## src/rtl/serial_shift_out.sv

```systemverilog
// Parallel-to-serial transmitter: captures D on START and emits it one bit per clock on SO/SV.
// Optional `PARITY_EN appends the even parity bit of the captured word as an extra SV cycle.
module serial_shift_out #(
  parameter int WIDTH = 4
) (
  input  logic             C,
  input  logic             R,
  input  logic [WIDTH-1:0] D,
  input  logic             START,
  input  logic             DIR,
  output logic             SO,
  output logic             SV,
  output logic             BUSY,
  output logic             DONE
);

  localparam int CW = $clog2(WIDTH + 1);

`ifdef PARITY_EN
  localparam logic [CW-1:0] CNT_LOAD = CW'(WIDTH);
`else
  localparam logic [CW-1:0] CNT_LOAD = CW'(WIDTH - 1);
`endif

  typedef enum logic {IDLE, SHIFT} state_t;

  state_t           r_state, w_state_next;
  logic [WIDTH-1:0] r_sr, w_sr_next;
  logic             r_dir, w_dir_next;
  logic [CW-1:0]    r_cnt, w_cnt_next;
  logic             r_so, w_so_next;
  logic             r_sv, w_sv_next;
  logic             r_busy, w_busy_next;
  logic             r_done, w_done_next;
`ifdef PARITY_EN
  logic             r_par, w_par_next;
`endif

  always_ff @(posedge C) begin
    if (R) begin
      r_state <= IDLE;
      r_sr    <= '0;
      r_dir   <= 1'b0;
      r_cnt   <= '0;
      r_so    <= 1'b0;
      r_sv    <= 1'b0;
      r_busy  <= 1'b0;
      r_done  <= 1'b0;
`ifdef PARITY_EN
      r_par   <= 1'b0;
`endif
    end else begin
      r_state <= w_state_next;
      r_sr    <= w_sr_next;
      r_dir   <= w_dir_next;
      r_cnt   <= w_cnt_next;
      r_so    <= w_so_next;
      r_sv    <= w_sv_next;
      r_busy  <= w_busy_next;
      r_done  <= w_done_next;
`ifdef PARITY_EN
      r_par   <= w_par_next;
`endif
    end
  end

  always_comb begin
    w_state_next = r_state;
    w_sr_next    = r_sr;
    w_dir_next   = r_dir;
    w_cnt_next   = r_cnt;
    w_so_next    = 1'b0;
    w_sv_next    = 1'b0;
    w_busy_next  = r_busy;
    w_done_next  = 1'b0;
`ifdef PARITY_EN
    w_par_next   = r_par;
`endif
    case (r_state)
      IDLE: begin
        w_busy_next = 1'b0;
        if (START) begin
          w_sr_next    = D;
          w_dir_next   = DIR;
          w_so_next    = DIR ? D[0] : D[WIDTH-1];
          w_sv_next    = 1'b1;
          w_busy_next  = 1'b1;
          w_cnt_next   = CNT_LOAD;
          w_state_next = SHIFT;
`ifdef PARITY_EN
          w_par_next   = ^D;
`endif
        end
      end
      SHIFT: begin
        if (r_cnt != '0) begin
          // Next bit is the one adjacent to the exit end before this shift.
          w_sr_next   = r_dir ? (r_sr >> 1) : (r_sr << 1);
          w_so_next   = r_dir ? r_sr[1] : r_sr[WIDTH-2];
`ifdef PARITY_EN
          if (r_cnt == CW'(1)) w_so_next = r_par;
`endif
          w_sv_next   = 1'b1;
          w_busy_next = 1'b1;
          w_cnt_next  = r_cnt - CW'(1);
        end else begin
          w_busy_next  = 1'b0;
          w_done_next  = 1'b1;
          w_state_next = IDLE;
        end
      end
      default: w_state_next = IDLE;
    endcase
  end

  assign SO   = r_so;
  assign SV   = r_sv;
  assign BUSY = r_busy;
  assign DONE = r_done;

endmodule

```

## config.mk

```make
export PLATFORM = sky130hd
export DESIGN_NAME = serial_shift_out
export DESIGN_NICKNAME = d
export VERILOG_FILES = /design/src/rtl/serial_shift_out.sv
export SDC_FILE = /design/constraint.sdc
export NUM_CORES = 1
export LEC_CHECK = 0
export ABC_AREA = 0
export CORE_AREA = 3 3 40 42
export CTS_CLUSTER_DIAMETER = 50
export DETAILED_ROUTE_END_ITERATION = 10
export DIE_AREA = 0 0 43 45
export PLACE_DENSITY_LB_ADDON = 0.08
export SLEW_MARGIN = 10
export SYNTH_ARGS = -nofsm -noshare
export SYNTH_HDL_FRONTEND = slang
export SYNTH_SLANG_ARGS = --single-unit
```

## constraint.sdc

```tcl
create_clock -name C -period 3.1 [get_ports C]
set_input_delay 0.62 -clock C [delete_from_list [all_inputs] [get_ports C]]
set_output_delay 0.62 -clock C [all_outputs]
set_load 0.05 [all_outputs]
```

==> Word-level counts from Yosys, hierarchy flattened <==
Cells that the tools add are included.
{ "classes": {"eq_ne": 2, "n_reduce_logical": 4, "n_bitwise": 1, "add_sub_neg": 1, "mux": 16} }
{ "ops": {"columns": ["cell", "count"], "rows": [
  ["$mux W4", 3],
  ["$pmux W4 S2", 1],
  ["$mux W1", 7],
  ["$mux W3", 2],
  ["$pmux W3 S2", 1],
  ["$pmux W1 S2", 2],
  ["$reduce_and A2 Y1", 2],
  ["$reduce_bool A3 Y1", 1],
  ["$sub A3 B1 Y3 const B", 1],
  ["$ne A2 B1 Y1 const B", 1],
  ["$ne A2 B2 Y1 const B", 1],
  ["$reduce_or A2 Y1", 1],
  ["$not A1 Y1", 1]
]} }
{ "word_totals": {"elab_cells": 30, "out_inout_bits": 4, "inputBits": 8, "ff_bits": 11} }

==> Depth between registers and ports, before layout <==
{ "logic_depth": {"word_depth": 3, "depth_mapped": 7, "ltp_nobuf": 6} }

==> Worst setup path after synthesis <==
Ideal clock, no wire load.
{ "synth_path": {"path_type": "register to output", "start": "register, netlist name BUSY", "end": "output port SV", "t_arrival_ns": 0.945, "required_ns": 2.480, "n_path_buf": 1, "slack_ns": 1.535, "path_stages_with_launch": 2, "cell_sequence": "dfxtp_1 > buf_4"} }
{ "synth_rtl": {"columns": ["item", "line_no", "text"], "rows": [
  ["end: declaration", "12", "output logic SV,"]
]} }

==> Worst setup path after layout <==
{ "layout_path": {"start": "register r_busy (netlist: BUSY)", "end": "output port BUSY"} }
{ "layout_rtl": {"columns": ["item", "line_no", "text"], "rows": [
  ["start: declaration", "33", "logic r_busy, w_busy_next;"],
  ["start signal: assignment", "59", "r_busy <= w_busy_next;"],
  ["end: declaration", "13", "output logic BUSY,"]
]} }
No word-level cell between the ends.

==> impl_metrics.yaml <==
status:
  status: "finished clean"
drt:
  met3RoutedLength_um: 77
  route.detailed.vias_per_inst: 5.277
  met1Wirelength_um: 517
  route.detailed.drc: 0
  route.met2.wl_um: 493
  number_of_iterations_in_the_first_detailed_routing_pass: 3
  detail_route.iter0.violations: 3
  avgRoutedWirePerCell_um: 13.54
  postRouteWirelength_um: 1124
  top_signal_layer_used: "met4"
  number_of_nets_with_antenna_violations_after_detailed_routing: 0
  dr_total_vias: 438
floorplanning:
  die_w_um: 43
  boundaryPins: 12
  die-area_mm2: 0.001935
  floorplan_core_area_mm2: 0.001285
  die_height_um: 45
  rows: 13
  initial_core_util_pct: 44.21
clock_tree:
  max-clock-path-buffers: 2
  sink_count: 11
  clock_buffers_created_by_tritoncts: 3
  clock_tree_from_tritoncts: "built"
  post_cts_buffers: 0
  clock_tree.root_cell: "clkbuf_4"
  cts.clk_slew.worst_paths_ps: 70
  htreeDepth: 1
  cts_hold_buffers: 0
  worst_skew_pair_latency_ps: 270
  post_cts_resize_count: 0
power:
  vdd_drop_max_v: 0.0002654
  power_density_mw_per_mm2: 517.5
  total_leakage_power_nw: 0.2582
timing:
  hold_violations: 0
  clock.fmax_mhz: 418.9
  tns_ps: 0
  fin_skew_ps: 1.043
  final.min_clock_period_ps: 2387
  setup_viol_count_final: 0
  worst_slew_margin_relative_to_its_limit_pct: 60.07
  drv_slew: 0
  finalCritPeriodShare_pct: 77.01
  fin_hold_ws_ps: 472.5
  worst_slew_pin_slew_ps: 597.8
  unrepaired_setup_endpoints_after_global_routing: "no"
  finalWorstSetupSlack_ps: 712.5
placed_design:
  buffer_ports.inserted: 11
  gp_congestion: 0.6990
  place_ws_ps: 1004
  placed_area_um2: 668.1
  dpl.hpwl_um: 779.5
synth:
  syn_inst: 58
  syn-mean-instance-area_um2: 9.794
  syn-cell-area_um2: 568.0
  synthArstFlopShare_pct: 0
  number_of_synthesized_flops_with_an_enable_pin: 0
  synth_cell_type_count: 28
  yosys_warnings: 0
  nets_in_the_synthesized_netlist: 68
  yosys_register_bits: 11
  yosysSeqAreaShare_pct: 38.77
  synth_top_flop_cell: "dfxtp_1"
global_route:
  groute.usage.overall_pct: 14.56
  grt_max_degree: 15
  first_global_vias: 425
  gr-total-overflow: 0
  grt_pass1_wl_um: 1945
  grt_antenna_before_repair: 0
worst_setup_path:
  critical_path.slowest_cell: "clkdlybuf4s50_1"
  worst-path-buf-inv: 1
  cp_top_family: "buffers and inverters"
  crit_path_cell_trace: "clkdlybuf4s50_1"
  endpoint_arrival_time_on_the_critical_path_ps: 1770
  worst-setup-path-type: "reg2out"
  crit_fanout: 14
  worst_setup_path_end_kind: "output port"
  critPathLaunchType: "flip-flop"
  r2r_setup_slack_ps: 1350
  critical_path.max_stage_delay_ps: 890
  cp_data_required_time_ps: 2480
final_layout:
  final_net_count: 79
  proportion_of_layout_cells_with_a_drive_suffix_above_1_pct: 16.18
  most-common-layout-cells: "11 x dfxtp_1, 11 x clkdlybuf4s50_1, 5 x nor3_1"
  antenna_cells_inserted: 0
  area_growth_pct: 22.25
  finalInstanceArea_um2: 694.4
run:
  drv_cap: 0
min_path:
  hold_path_class: "reg2reg"
cell usage after synthesis (2+ instances only):
library cell / n / share of area, %
nand2b_1: 2 / 2.2
nor2_1: 3 / 2.0
buf_4: 2 / 2.6
dfxtp_1: 11 / 39
nand2_1: 2 / 1.3
a22oi_2: 2 / 4.4
nor2b_1: 3 / 3.3
buf_2: 2 / 1.8
ha_1: 2 / 4.4
mux2i_1: 2 / 3.5
nor3_1: 5 / 4.4
a211oi_2: 2 / 4.4
inv_1: 3 / 2.0
mux2_1: 2 / 4.0
a311oi_1: 2 / 3.1
path summary, 6_finish.rpt:
check        cells past startpoint  startpoint        to
max reg2reg                      6    r_cnt[0]  r_cnt[1]
max                              1        BUSY      BUSY
min                              1    r_cnt[0]  r_cnt[0]
min reg2reg                      1    r_cnt[0]  r_cnt[0]
logic make-up (layout without fill, tap and decap cells):
| group | Yosys count | after routing | share of synthesized area (%) |
|---|---|---|---|
| mux | 4 | 4 | 7.489 |
| compound gates | 11 | 11 | 18.94 |
| fa+ha+maj | 2 | 2 | 4.405 |
| simple gates | 22 | 22 | 23.35 |
| buf+inv | 8 | 18 | 7.047 |
| flops | 11 | 11 | 38.77 |
report_power, final:
part	leakage, nW	switching, W	internal [W]
combinational	0.152	0.0000493	0.0000439
clock	0.0150	0.0000486	0.0000499
sequential	0.0909	0.0000125	0.000155
flip-flops by register name, summed over array words and instances, names as in the netlist:
name   cells
BUSY       1
r_dir      1
DONE       1
r_cnt      3
SO         1
r_sr       4
cell type report:
| class | instances | area, um^2 |
|---|---|---|
| Fill cell | 119 | 590.6 |
| Multi-Input combinational cell | 39 | 307.8 |
| Sequential cell | 11 | 220.2 |
| Timing Repair Buffer | 11 | 110.1 |
| Clock buffer | 4 | 26.28 |
| Tap cell | 15 | 18.77 |
| Inverter | 3 | 11.26 |
metal layers:
metal | global-route usage (%) | up-vias
met2 | 21.86 | 13
met5 | 0 | -
met3 | 6.375 | 5
met4 | 10.84 | 0
li1 | - | 226
met1 | 16.38 | 194
metrics by stage:
stage               util, %  std cells  power (W)
floorplan                 -         58  0.0002407
global placement      52.00         79  0.0002643
detailed placement    52.00         79  0.0002646
CTS                   54.04         83  0.0003654
global route          54.04         83  0.0003835
finish                54.04         83  0.0003593
(Power assumes the default switching activity.)
